## src/rtl/result_serializer.sv

```systemverilog
// Result serializer: buffers WIDTH x WIDTH result matrices captured on `done` in a
// DEPTH-deep matrix FIFO and streams them out one element per valid/ready handshake,
// row-major, tagged with row/col/last and a per-matrix sequence number.
module result_serializer #(
    parameter int unsigned WIDTH  = 4,
    parameter int unsigned DATA_W = 32,
    parameter int unsigned DEPTH  = 2,
    parameter int unsigned SEQ_W  = 8
) (
    input  logic                                      CLK,
    input  logic                                      RST,
    input  logic                                      done,
    input  logic [0:WIDTH-1][0:WIDTH-1][DATA_W-1:0]   result,
    output logic                                      out_valid,
    input  logic                                      out_ready,
    output logic [DATA_W-1:0]                         out_data,
    output logic [$clog2(WIDTH)-1:0]                  out_row,
    output logic [$clog2(WIDTH)-1:0]                  out_col,
    output logic                                      out_last,
    output logic [SEQ_W-1:0]                          out_seq,
    output logic                                      full,
    output logic                                      overflow,
    output logic [SEQ_W-1:0]                          drop_cnt
);

    localparam int unsigned NELEM = WIDTH * WIDTH;
    localparam int unsigned IDX_W = $clog2(NELEM);
    localparam int unsigned RC_W  = $clog2(WIDTH);
    localparam int unsigned PTR_W = $clog2(DEPTH);
    localparam int unsigned CNT_W = $clog2(DEPTH + 1);

    typedef logic [0:WIDTH-1][0:WIDTH-1][DATA_W-1:0] matrix_t;

    typedef enum logic [0:0] {StIdle, StStream} state_e;

    state_e                  state_q, state_d;
    logic [PTR_W-1:0]        wr_ptr_q, wr_ptr_d;
    logic [PTR_W-1:0]        rd_ptr_q, rd_ptr_d;
    logic [CNT_W-1:0]        count_q, count_d;
    logic [IDX_W-1:0]        idx_q, idx_d;
    logic [SEQ_W-1:0]        seq_cnt_q, seq_cnt_d;
    logic [DATA_W-1:0]       data_q, data_d;
    logic [RC_W-1:0]         row_q, row_d;
    logic [RC_W-1:0]         col_q, col_d;
    logic                    last_q, last_d;
    logic [SEQ_W-1:0]        oseq_q, oseq_d;
    logic                    overflow_q, overflow_d;
    logic [SEQ_W-1:0]        drop_q, drop_d;

    matrix_t                 mat_q [DEPTH];
    logic [SEQ_W-1:0]        mat_seq_q [DEPTH];

    logic                    hs;
    logic                    pop_last;
    logic                    capture;
    logic                    drop;
    logic                    bypass;
    matrix_t                 head_mat;
    logic [SEQ_W-1:0]        head_seq;
    logic [RC_W-1:0]         head_row;
    logic [RC_W-1:0]         head_col;

    // Next-state and registered-output computation for the stream FSM and FIFO bookkeeping.
    always_comb begin
        hs       = (state_q == StStream) && out_ready;
        pop_last = hs && last_q;
        // A matrix finishing its last beat frees its slot in the same cycle.
        capture  = done && ((count_q != CNT_W'(DEPTH)) || pop_last);
        drop     = done && !capture;

        count_d = count_q;
        if (capture && !pop_last) begin
            count_d = count_q + CNT_W'(1);
        end else if (!capture && pop_last) begin
            count_d = count_q - CNT_W'(1);
        end

        idx_d = idx_q;
        if (hs) begin
            idx_d = pop_last ? '0 : idx_q + IDX_W'(1);
        end

        rd_ptr_d   = pop_last ? rd_ptr_q + PTR_W'(1) : rd_ptr_q;
        wr_ptr_d   = capture ? wr_ptr_q + PTR_W'(1) : wr_ptr_q;
        seq_cnt_d  = capture ? seq_cnt_q + SEQ_W'(1) : seq_cnt_q;
        overflow_d = overflow_q | drop;
        drop_d     = (drop && (drop_q != '1)) ? drop_q + SEQ_W'(1) : drop_q;

        // The next head matrix is still on the input bus when it is captured this cycle.
        bypass   = capture && (wr_ptr_q == rd_ptr_d);
        head_mat = bypass ? result : mat_q[rd_ptr_d];
        head_seq = bypass ? seq_cnt_q : mat_seq_q[rd_ptr_d];
        head_row = idx_d[IDX_W-1:RC_W];
        head_col = idx_d[RC_W-1:0];

        state_d = StIdle;
        data_d  = '0;
        row_d   = '0;
        col_d   = '0;
        last_d  = 1'b0;
        oseq_d  = '0;
        if (count_d != '0) begin
            state_d = StStream;
            data_d  = head_mat[head_row][head_col];
            row_d   = head_row;
            col_d   = head_col;
            last_d  = (idx_d == IDX_W'(NELEM - 1));
            oseq_d  = head_seq;
        end
    end

    // Control state and registered outputs, synchronously cleared on reset.
    always_ff @(posedge CLK) begin
        if (RST) begin
            state_q    <= StIdle;
            wr_ptr_q   <= '0;
            rd_ptr_q   <= '0;
            count_q    <= '0;
            idx_q      <= '0;
            seq_cnt_q  <= '0;
            data_q     <= '0;
            row_q      <= '0;
            col_q      <= '0;
            last_q     <= 1'b0;
            oseq_q     <= '0;
            overflow_q <= 1'b0;
            drop_q     <= '0;
        end else begin
            state_q    <= state_d;
            wr_ptr_q   <= wr_ptr_d;
            rd_ptr_q   <= rd_ptr_d;
            count_q    <= count_d;
            idx_q      <= idx_d;
            seq_cnt_q  <= seq_cnt_d;
            data_q     <= data_d;
            row_q      <= row_d;
            col_q      <= col_d;
            last_q     <= last_d;
            oseq_q     <= oseq_d;
            overflow_q <= overflow_d;
            drop_q     <= drop_d;
        end
    end

    // Matrix storage; contents need no reset since occupancy is tracked by count_q.
    always_ff @(posedge CLK) begin
        if (capture && !RST) begin
            mat_q[wr_ptr_q]     <= result;
            mat_seq_q[wr_ptr_q] <= seq_cnt_q;
        end
    end

    assign out_valid = (state_q == StStream);
    assign out_data  = data_q;
    assign out_row   = row_q;
    assign out_col   = col_q;
    assign out_last  = last_q;
    assign out_seq   = oseq_q;
    assign full      = (count_q == CNT_W'(DEPTH));
    assign overflow  = overflow_q;
    assign drop_cnt  = drop_q;

endmodule

```

## config.mk

```make
export PLATFORM = sky130hd
export DESIGN_NAME = result_serializer
export DESIGN_NICKNAME = d
export VERILOG_FILES = /design/src/rtl/result_serializer.sv
export SDC_FILE = /design/constraint.sdc
export NUM_CORES = 2
export LEC_CHECK = 0
export ABC_AREA = 1
export CAP_MARGIN = 20
export CORE_MARGIN = 5
export CORE_UTILIZATION = 50
export DETAILED_ROUTE_END_ITERATION = 7
export PLACE_DENSITY_LB_ADDON = 0.25
export SLEW_MARGIN = 20
export SYNTH_ARGS = -nofsm -noshare
export SYNTH_HDL_FRONTEND = slang
export SYNTH_SLANG_ARGS = --single-unit
export TNS_END_PERCENT = 10
```

## constraint.sdc

```tcl
create_clock -name CLK -period 58.2 [get_ports CLK]
set_input_delay 11.64 -clock CLK [delete_from_list [all_inputs] [get_ports CLK]]
set_output_delay 11.64 -clock CLK [all_outputs]
set_load 0.005 [all_outputs]
```

==> metrics.md <==
| Metric | Value |
|---|---|
| Status | `finished, final reports clean` |
| Period minus WS final | `approximately 17000 ps` |
| Flop and latch count out of synthesis | `around 1100` |
| Clock Latency Late Sink | `720 ps` |
| Clk sink count | `about 1100` |
| Critical Path Slowest Stage Cell | `buf_4` |
| Core area | `about 0.11 mm²` |
| Pwr Density | `just under 30 mW/mm²` |
| Worst Hold Class | `reg2reg` |
| CP startpoint kind | `input pin` |
| P_leak | `between 0.02 and 0.03 µW` |
| Int Power | `1420 µW` |
| # hold bufs at CTS | `0` |
| Top Family by Delay on Critical Path | `simple AND/OR/NAND/NOR gates` |
| DRC viols | `0` |
| Initial Util | `50.1%` |
| Final wirelength | `between 150000 and 200000 µm` |
| Root Driver | `clkbuf_16` |
| Fmax achieved | `57.9 MHz` |
| Total gr overflow | `0` |
| H-Tree Depth | `3` |
| Final setup vio count | `0` |
| Max Transition Viols Final | `0` |
| Final setup TNS | `0 ps` |
| TritonCTS clock tree | `yes` |
| Nature of the critical path endpoint | `flip-flop` |
| Port bufs | `between 500 and 600` |
| CP most frequent cell | `nand2_1` |
| Fin. Hold Viols | `0` |
| Net Sw Frac | `25.4%` |
| DP Wirelength | `between 100000 and 150000 µm` |
| Tightest Pin Transition | `approximately 1200 ps` |
| Clock transition at path regs | `60 ps` |
| Die area | `0.117 mm²` |
| Commonest non-fill, non-tap cell in the layout | `nand2_1` |
| Die height | `about 340 µm` |
| Share of layout cells above drive strength 1 | `about 3.6%` |
| Area of the mapped netlist | `approximately 0.055 mm²` |
| CP bufs+invs | `4` |
| Seq/Total Area, Yosys | `between 50% and 60%` |
| Mean Syn Cell Area | `around 8.6 µm²` |
| Unrepaired setup endpoints after global routing | `false` |
| Cells after DPL | `between 8000 and 9000` |
| Worst Path Required | `approximately 59000 ps` |
| Synth top area cells | `edfxtp_1 (57%), nand2_1 (14%), nand3_1 (12%), inv_1 (8.3%), dfxtp_1 (2.6%)` |
| Initial antenna violation count | `between 40 and 50` |
| Cell Chain, Critical Path | `clkdlybuf4s50_1, nand3_4, nand2_8, nand2_8, nand2_1, nand3_4, inv_8, buf_4, buf_4, nand2_1, nand2_1, nand2_1, nand2_1, nand2_1, nand3_1, nand2_1` |
| First-pass GRT wire length | `roughly 280000 µm` |
| Ys Warns | `0` |
| Post-synth net total | `~6900` |
| Crit-path max FO | `100` |
| 1st-pass router iterations | `7` |
| Total number of vias | `around 46000` |
| Post-CTS setup buffers | `0` |
| Synth area leader | `edfxtp_1` |
| Cells after Synth | `6400` |
| Commonest cells after routing, fill and taps aside | `nand2_1 (2054), nand3_1 (1320), inv_1 (1220)` |
| Synthesis-to-layout area growth | `18.6%` |
| Starting DRT DRC Count | `about 5900` |
| Routed Antenna Nets | `0` |
| Relative slew slack | `a little under a fifth` |
| Yosys top cell area share | `56.6%` |
| Post-DR vias/cell | `5.53` |
| Final Non-Filler Cells | `between 8000 and 9000` |
| Asr flop ratio synth | `0%` |
| Global Route Usage Sum | `31.7%` |
| WL per Instance | `22.9 µm` |
| GP Congestion | `between 0.8 and 0.9` |
| Tcrit/Tclk final | `slightly below 30%` |
| Post-CTS sizing | `0` |
| Max clock buf depth | `3` |
| Vias in the first global route | `43200` |
| Worst path max stage delay | `roughly 840 ps` |
| Nets | `around 7300` |
| Layout Skew | `a little under 30 ps` |
| TritonCTS buffer count | `~120` |
| Number of synthesized flops with an enable pin | `between 1000 and 1500` |
| Comb pwr share | `between 10% and 20%` |
| IO Count | `~570` |
| Critical path arrival | `17860 ps` |
| Net Switching | `between 400 and 500 µW` |
| Cell variety after synth | `32` |
| Flop pwr share | `49.0%` |
| Largest net degree at the start of global routing | `roughly 180` |
| # rows | `roughly 120` |
| Primary FF master, synth | `edfxtp_1` |
| Max IR drop VDD | `between 20 and 25 µV` |
| Total of max-cap violations | `0` |
| Chip Width | `342 µm` |
| Worst setup path class | `in2reg` |
| Power share of the clock group | `about two fifths` |
worst paths after layout:
kind	start	to	slack, ps	cells after the start
worst max-delay path	out_ready	out_data[5]	40910	16
worst min register to register	seq_cnt_q[5]	mat_seq_q[0][5]	450	0
worst min-delay path	seq_cnt_q[5]	mat_seq_q[0][5]	450	0
worst max register to register	out_last	out_data[5]	51830	15
layer usage:
metal  GRT usage [%]  vias to the layer above  share of wire (%)
met5               0                        -               0.10
met4            14.7                       32                4.7
met3            8.55                      419                 12
met2            47.8                     2763                 45
met1            43.1                    21800                 38
li1                -                    21300                  -
synth_stat cells, drive strengths merged, types with 3 or more instances:
library cell / number
a21oi: 15
buf: 232
clkbuf: 173
dfxtp: 71
edfxtp: 1040
ha: 4
inv: 1226
nand2: 2061
nand3: 1326
nand3b: 31
nand4: 164
nor2: 25
nor3: 7
nor4: 3
o21ai: 17
power by group through the flow:
| stage | combinational, µW | clock, µW | sequential, µW |
|---|---|---|---|
| floorplan | 109 | 0 | 971 |
| global placement | 228 | 0 | 951 |
| detailed placement | 230 | 0 | 951 |
| CTS | 231 | 744 | 935 |
| global route | 252 | 780 | 937 |
| finish | 234 | 739 | 935 |
final cells by class:
type	instances	area, µm²
Antenna cell	32	80.1
Multi-Input combinational cell	3658	16200
Clock inverter	47	410
Tap cell	1488	1860
Inverter	1226	4620
Timing Repair Buffer	629	6260
Clock buffer	177	3350
Sequential cell	1111	32700
Fill cell	9389	44700
cells by family (layout without fill, tap and decap cells):
logic type,Yosys count,count (layout),synth area share (%)
buf+inv,1631,2079,11.7
mux,1,1,0.0204
flops,1111,1111,59.1
compound gates,34,34,0.317
xor+xnor,1,1,0.0159
simple gates,3618,3618,28.7
fa+ha+maj,4,4,0.0907
other cells,0,32,0
through the flow:
stage | hold slack (ps) | instance area (µm²) | power, µW | worst slack [ps] | utilization (%)
floorplan | 426 | 55200 | 1080 | 9080 | -
global placement | 432 | 61600 | 1180 | 40240 | 55.9
detailed placement | 445 | 61600 | 1180 | 40170 | 55.9
CTS | 460 | 65400 | 1910 | 40940 | 59.3
global route | 477 | 65400 | 1970 | 40590 | 59.4
finish | 454 | 65500 | 1910 | 40910 | 59.4
registers in the layout (all words and copies together) (netlist names):
signal / cells
out_seq: 8
count_q: 2
wr_ptr_q: 1
out_last: 1
idx_q: 4
seq_cnt_q: 8
rd_ptr_q: 1
out_valid: 1
drop_cnt: 8
out_col: 2
mat_seq_q: 16
mat_q: 1024
out_row: 2
out_data: 32
overflow: 1
No activity file was read; power rests on OpenSTA's default activity.
